### config.mk
export PLATFORM = sky130hd
export DESIGN_NAME = bus_uart
export DESIGN_NICKNAME = d
export VERILOG_FILES = /design/src/rtl/bus_uart.sv
export SDC_FILE = /design/constraint.sdc
export NUM_CORES = 1
export LEC_CHECK = 0
export CAP_MARGIN = 20
export CELL_PAD_IN_SITES_DETAIL_PLACEMENT = 0
export CELL_PAD_IN_SITES_GLOBAL_PLACEMENT = 2
export CORE_ASPECT_RATIO = 0.5
export CORE_MARGIN = 10
export CORE_UTILIZATION = 34
export DETAILED_ROUTE_END_ITERATION = 6
export GPL_TIMING_DRIVEN = 0
export PLACE_DENSITY_LB_ADDON = 0.15
export SKIP_LAST_GASP = 1
export SLEW_MARGIN = 10
export SYNTH_ARGS = -nofsm -noshare
export SYNTH_HDL_FRONTEND = slang
export SYNTH_SLANG_ARGS = --single-unit
### constraint.sdc
create_clock -name clk -period 3.5 [get_ports clk]
set_input_delay 0.35 -clock clk [delete_from_list [all_inputs] [get_ports clk]]
set_output_delay 0.35 -clock clk [all_outputs]
set_load 0.05 [all_outputs]
### src/rtl/bus_uart.sv
// rtl/bus_uart.sv - memory-mapped 8N1 UART bus slave
//
// Ports:
//   clk, rst      system clock, asynchronous active-high reset
//   din, addr, we bus write data, word address (addr[1:0] decoded), write enable
//   dout          registered read data, one-cycle latency
//   uart_rx       asynchronous serial input, idle high
//   uart_tx       registered serial output, idle high
// Register map: 0 TXDATA, 1 RXDATA (RO), 2 STATUS, 3 DIV.
module bus_uart #(
  parameter int DW      = 16,
  parameter int AW      = 12,
  parameter int DIV_RST = 434
) (
  input  logic          clk,
  input  logic          rst,
  input  logic [DW-1:0] din,
  input  logic [AW-1:0] addr,
  input  logic          we,
  output logic [DW-1:0] dout,
  input  logic          uart_rx,
  output logic          uart_tx
);

  localparam logic [1:0] TX_IDLE  = 2'd0;
  localparam logic [1:0] TX_START = 2'd1;
  localparam logic [1:0] TX_DATA  = 2'd2;
  localparam logic [1:0] TX_STOP  = 2'd3;

  localparam logic [1:0] RX_IDLE  = 2'd0;
  localparam logic [1:0] RX_START = 2'd1;
  localparam logic [1:0] RX_DATA  = 2'd2;
  localparam logic [1:0] RX_STOP  = 2'd3;

  logic [15:0] div;
  logic [15:0] period;
  logic [15:0] half;
  logic [7:0]  tx_data;
  logic [7:0]  rx_data;
  logic        rx_valid;
  logic        rx_overrun;
  logic        frame_err;

  logic [1:0]  tx_state;
  logic [15:0] tx_cnt;
  logic [2:0]  tx_bit;

  logic [1:0]  rx_state;
  logic [15:0] rx_cnt;
  logic [2:0]  rx_bit;
  logic [7:0]  rx_shift;
  logic        rx_s1;
  logic        rx_s2;
  logic        rx_d;

  logic        tx_busy;
  logic        rx_done;
  logic        wr_tx;
  logic        wr_stat;
  logic        wr_div;
  logic        unused_addr;

  // Bit periods shorter than 4 clocks are clamped so the half-period
  // start-bit sample point never collapses to zero.
  assign period      = (div < 16'd4) ? 16'd4 : div;
  assign half        = {1'b0, period[15:1]};
  assign tx_busy     = (tx_state != TX_IDLE);
  assign wr_tx       = we && (addr[1:0] == 2'd0) && !tx_busy;
  assign wr_stat     = we && (addr[1:0] == 2'd2);
  assign wr_div      = we && (addr[1:0] == 2'd3);
  assign rx_done     = (rx_state == RX_STOP) && (rx_cnt == 16'd0);
  assign unused_addr = ^addr[AW-1:2];

  // Read path: plain mux of current state, no read side effects.
  always_ff @(posedge clk or posedge rst) begin
    if (rst) begin
      dout <= '0;
    end else begin
      case (addr[1:0])
        2'd0:    dout <= DW'(tx_data);
        2'd1:    dout <= DW'(rx_data);
        2'd2:    dout <= DW'({frame_err, rx_overrun, rx_valid, tx_busy});
        default: dout <= DW'(div);
      endcase
    end
  end

  always_ff @(posedge clk or posedge rst) begin
    if (rst) begin
      div <= 16'(DIV_RST);
    end else if (wr_div) begin
      div <= din[15:0];
    end
  end

  // Transmitter. The counter is reloaded from the live divisor at every
  // bit boundary; uart_tx follows the state one clock later.
  always_ff @(posedge clk or posedge rst) begin
    if (rst) begin
      tx_state <= TX_IDLE;
      tx_cnt   <= '0;
      tx_bit   <= '0;
      tx_data  <= '0;
      uart_tx  <= 1'b1;
    end else begin
      case (tx_state)
        TX_IDLE: begin
          if (wr_tx) begin
            tx_data  <= din[7:0];
            tx_cnt   <= period - 16'd1;
            tx_bit   <= '0;
            tx_state <= TX_START;
          end
        end
        default: begin
          if (tx_cnt != 16'd0) begin
            tx_cnt <= tx_cnt - 16'd1;
          end else begin
            tx_cnt <= period - 16'd1;
            case (tx_state)
              TX_START: tx_state <= TX_DATA;
              TX_DATA: begin
                tx_bit <= tx_bit + 3'd1;
                if (tx_bit == 3'd7) tx_state <= TX_STOP;
              end
              default:  tx_state <= TX_IDLE;
            endcase
          end
        end
      endcase

      case (tx_state)
        TX_START: uart_tx <= 1'b0;
        TX_DATA:  uart_tx <= tx_data[tx_bit];
        default:  uart_tx <= 1'b1;
      endcase
    end
  end

  // Receiver. rx_d holds the previous synchronized sample for edge detect.
  always_ff @(posedge clk or posedge rst) begin
    if (rst) begin
      rx_s1    <= 1'b1;
      rx_s2    <= 1'b1;
      rx_d     <= 1'b1;
      rx_state <= RX_IDLE;
      rx_cnt   <= '0;
      rx_bit   <= '0;
      rx_shift <= '0;
    end else begin
      rx_s1 <= uart_rx;
      rx_s2 <= rx_s1;
      rx_d  <= rx_s2;
      case (rx_state)
        RX_IDLE: begin
          if (rx_d && !rx_s2) begin
            rx_cnt   <= half - 16'd1;
            rx_state <= RX_START;
          end
        end
        RX_START: begin
          if (rx_cnt != 16'd0) begin
            rx_cnt <= rx_cnt - 16'd1;
          end else if (rx_s2) begin
            rx_state <= RX_IDLE;
          end else begin
            rx_cnt   <= period - 16'd1;
            rx_bit   <= '0;
            rx_state <= RX_DATA;
          end
        end
        RX_DATA: begin
          if (rx_cnt != 16'd0) begin
            rx_cnt <= rx_cnt - 16'd1;
          end else begin
            rx_shift <= {rx_s2, rx_shift[7:1]};
            rx_cnt   <= period - 16'd1;
            rx_bit   <= rx_bit + 3'd1;
            if (rx_bit == 3'd7) rx_state <= RX_STOP;
          end
        end
        default: begin
          // Leave at the stop midpoint so a new start edge in the rest of
          // the stop bit is still caught.
          if (rx_cnt != 16'd0) rx_cnt <= rx_cnt - 16'd1;
          else rx_state <= RX_IDLE;
        end
      endcase
    end
  end

  // Status flags: W1C from software, hardware set takes priority.
  always_ff @(posedge clk or posedge rst) begin
    if (rst) begin
      rx_data    <= '0;
      rx_valid   <= 1'b0;
      rx_overrun <= 1'b0;
      frame_err  <= 1'b0;
    end else begin
      if (rx_done) rx_data <= rx_shift;
      rx_valid   <= (rx_valid   & ~(wr_stat & din[1])) | rx_done;
      rx_overrun <= (rx_overrun & ~(wr_stat & din[2])) | (rx_done & rx_valid);
      frame_err  <= (frame_err  & ~(wr_stat & din[3])) | (rx_done & ~rx_s2);
    end
  end

endmodule

==> flow_summary_export.csv <==
group,metric,value,unit
synth,async_flop_share,1.00,
drt,wire_per_inst,20.7,um
drt,detail_route.iter0.violations,432,
global_routing,grt_pass1_wl,30700,um
worst_setup_path,reg2reg_depth,10,
min_path,hp-class,"in -> async",
synth,synthTopCellsByArea,"dfrtp_1 39%, mux2_2 7.1%, o21ai_0 3.9%",
timing,clock.fmax,0.298,GHz
die,num_io_pins,49,
timing,fin_ws,0.139,ns
clocking,path_clk_slew,0.08,ns
worst_setup_path,end_kind,"flip-flop",
worst_setup_path,cp_max_fo,8,
worst_setup_path,r2r-start,"div[13]",
global_routing,top_usage_layer,"met2",
worst_setup_path,r2r-end,"rx_cnt[8]",
die,core-area,17700,um^2
synth,yosys_warnings,0,
worst_setup_path,crit_buf_inv,1,
layout,antennaDiodeCount,0,
status,status,"finished, final reports clean",
worst_setup_path,r2r_setup_slack,0.14,ns
global_routing,grt_pass1_vias,5121,
timing,rsz0062_at_grt,"no",
synth,synth_edf_count,0,
synth,synth_seq_area_share,0.425,
die,initial_core_util,0.351,
synth,yosys_register_bits,105,
die,die_x,211,um
timing,worst_slew_pin_slew,0.931,ns
synth,synth_nets,681,
drt,detail_route.wirelength,19200,um
layout,num-nets-final,736,
drt,detail-route-antenna-nets,0,
timing,finClkSkew,0.0150,ns
synth,avgSynthCellArea,9.82,um^2
worst_setup_path,cp_top_family,"simple AND/OR/NAND/NOR gates",
drt,post-route-drc-count,0,
worst_setup_path,crit_type,"reg -> reg",
layout,final_layout_size_suffix_gt1_frac,0.189,
global_routing,grt_util_met1,0.233,
timing,finalHoldViolCount,0,
timing,drv_slew,0,
timing,setup_viol,0,
worst_setup_path,worstPathArrival,3.59,ns
placement,dpl_cell_area,6900,um^2
synth,syn_area,6200,um^2
layout,nFillCells,1734,
synth,synth_common_cells,"96 x dfrtp_1, 57 x nand2_1, 48 x o21ai_0",
clocking,cts_sinks,105,
synth,synth_cell_types,78,
die,die-area,24400,um^2
die,row_count,34,
worst_setup_path,setup.worst_path.start,"div[13]",
timing,max_slew_margin,0.377,
synth,yosysMostFrequentCell,"dfrtp_1",
global_routing,overflow,0,
clocking,clk_latency,0.36,ns
worst_setup_path,slowest_delay,0.52,ns
global_routing,track_usage,0.162,
clocking,clock_path_buffers,2,
layout,final_area,7420,um^2
pwr,ir_drop,0.000260,V
pwr,p_leak,3.06,nW
pwr,power_density,613,nW/um^2
placement,dp_hpwl,14200,um
clocking,clock-root-buffer,"clkbuf_16",
clocking,h-tree-depth,3,
drt,firstDrtPassIters,6,
global_routing,grt_max_degree,70,
worst_setup_path,slowest_stage,"dfrtp_1",
worst_setup_path,cp.required,3.73,ns
clocking,numCtsBuffers,9,
global_routing,grt_use_met2,0.244,
layout,area.growth.synth_to_final,19.6,%
clocking,cts_tree,"built",
worst_setup_path,cp_cell_sequence,"nor4_4 -> nand3_2 -> o21ai_4 -> ha_4 -> or4b_1 -> buf_2 -> or4_4 -> xnor2_2 -> a2111oi_4 -> a311oi_2",
die,dieHeight,116,um
job,maxCapViolations,0,
placement,gp_congestion,0.838,
synth,synth_top_area_frac,0.387,
worst_setup_path,start_kind,"flip-flop",
timing,post-route-period-util,0.960,
global_routing,grt_util_met3,0.0391,
placement,dp_worst_setup_slack,-0.855,ns
placement,port_buffers,37,
synth,ys.flop_type,"dfrtp_1",
drt,viasPerCell,5.52,
synth,synth_top_cell_by_area,"dfrtp_1",
drt,vias,5116,
timing,fin_crit,3.36,ns
global_routing,grt_antenna_before_repair,0,
synth,synthCells,632,
clocking,cts.hold.buffers_added,0,
## final cells by class
type	count	area, um^2	share of cell area
buffer	35	168	0.0226
clock buffer	9	225	0.0304
clock inverter	7	106	0.0143
inverter	24	95.1	0.0128
multi-input combinational	464	3420	0.461
sequential	105	2640	0.356
tap	234	293	0.0395
timing repair buffer	48	473	0.0637
## kinds of logic (layout without fill, tap and decap cells)
family,count (synthesis),after routing,synth area share
fa+ha+maj,17,17,0.0343
compound gates,158,158,0.171
xor+xnor,19,19,0.0268
mux,60,60,0.117
flops,105,105,0.425
buf+inv,63,123,0.0440
simple gates,210,210,0.182
## sequential cells by signal, summed over array words and instances, names as in the netlist
register and flops:
tx_cnt 16, rx_d 1, div 16, dout 16, frame_err 1, rx_s1 1, rx_bit 3, rx_shift 8
tx_data 8, rx_cnt 16, uart_tx 1, rx_s2 1, rx_state 2, rx_data 8, rx_valid 1, tx_bit 3
rx_overrun 1, tx_state 2
## layer usage
| layer | wire, um | part of all wire |
|---|---|---|
| met1 | 10100 | 0.53 |
| met2 | 8030 | 0.42 |
| met3 | 922 | 0.048 |
| met4 | 81 | 0.0042 |
| met5 | 0 | 0 |
## worst max path at each step
stage                            to  slack, ns  cells after the start
after floorplan           rx_cnt[8]       0.18                     11
after global placement      div[13]      -1.51                      2
after detailed placement  rx_cnt[8]      -0.85                     10
after CTS                 rx_cnt[8]       0.01                     12
after global routing      rx_cnt[8]       0.02                     10
final                     rx_cnt[8]       0.14                     10
## what timing repair did
| action | in CTS | in global routing |
|---|---|---|
| pin swaps | 4 | 2 |
| endpoints found under the setup margin | 22 | 10 |
| buffers inserted | 1 | 9 |
| resized for setup | 14 | 10 |
## cell usage in the layout, fill, tap and decap left out, types with 5 or more instances in the layout
cell type,n
clkbuf_1,21
xnor2_1,10
nand4_1,5
o211ai_1,7
a31oi_1,11
o21ai_0,47
mux2i_1,13
dfrtp_1,94
mux4_2,6
mux2_2,39
xor2_1,7
buf_2,10
and2_1,7
nand2b_1,7
or3_1,8
ha_1,16
nor3_1,14
dfstp_2,9
nor2_1,42
clkbuf_16,9
buf_4,10
inv_1,22
and3_1,12
a21oi_1,28
nand3_1,14
nand2_1,57
clkdlybuf4s50_1,37
nor4_1,10
## where the power goes
part / switching (mW) / internal, mW
logic: 1.13 / 0.698
registers: 0.207 / 1.39
clock network: 0.545 / 0.582
## per-stage QoR
stage	total power [mW]	setup TNS [ns]	utilization	hold WS [ns]	cells
finish	4.55	0	0.420	0.358	926
global route	4.85	0	0.420	0.368	926
CTS	4.49	0	0.413	0.360	919
detailed placement	3.30	-6.26	0.391	0.348	904
global placement	3.31	-154.35	0.389	0.346	903
floorplan	2.75	0	-	0.345	632
Note: power is estimated with default switching activity, not from simulation.
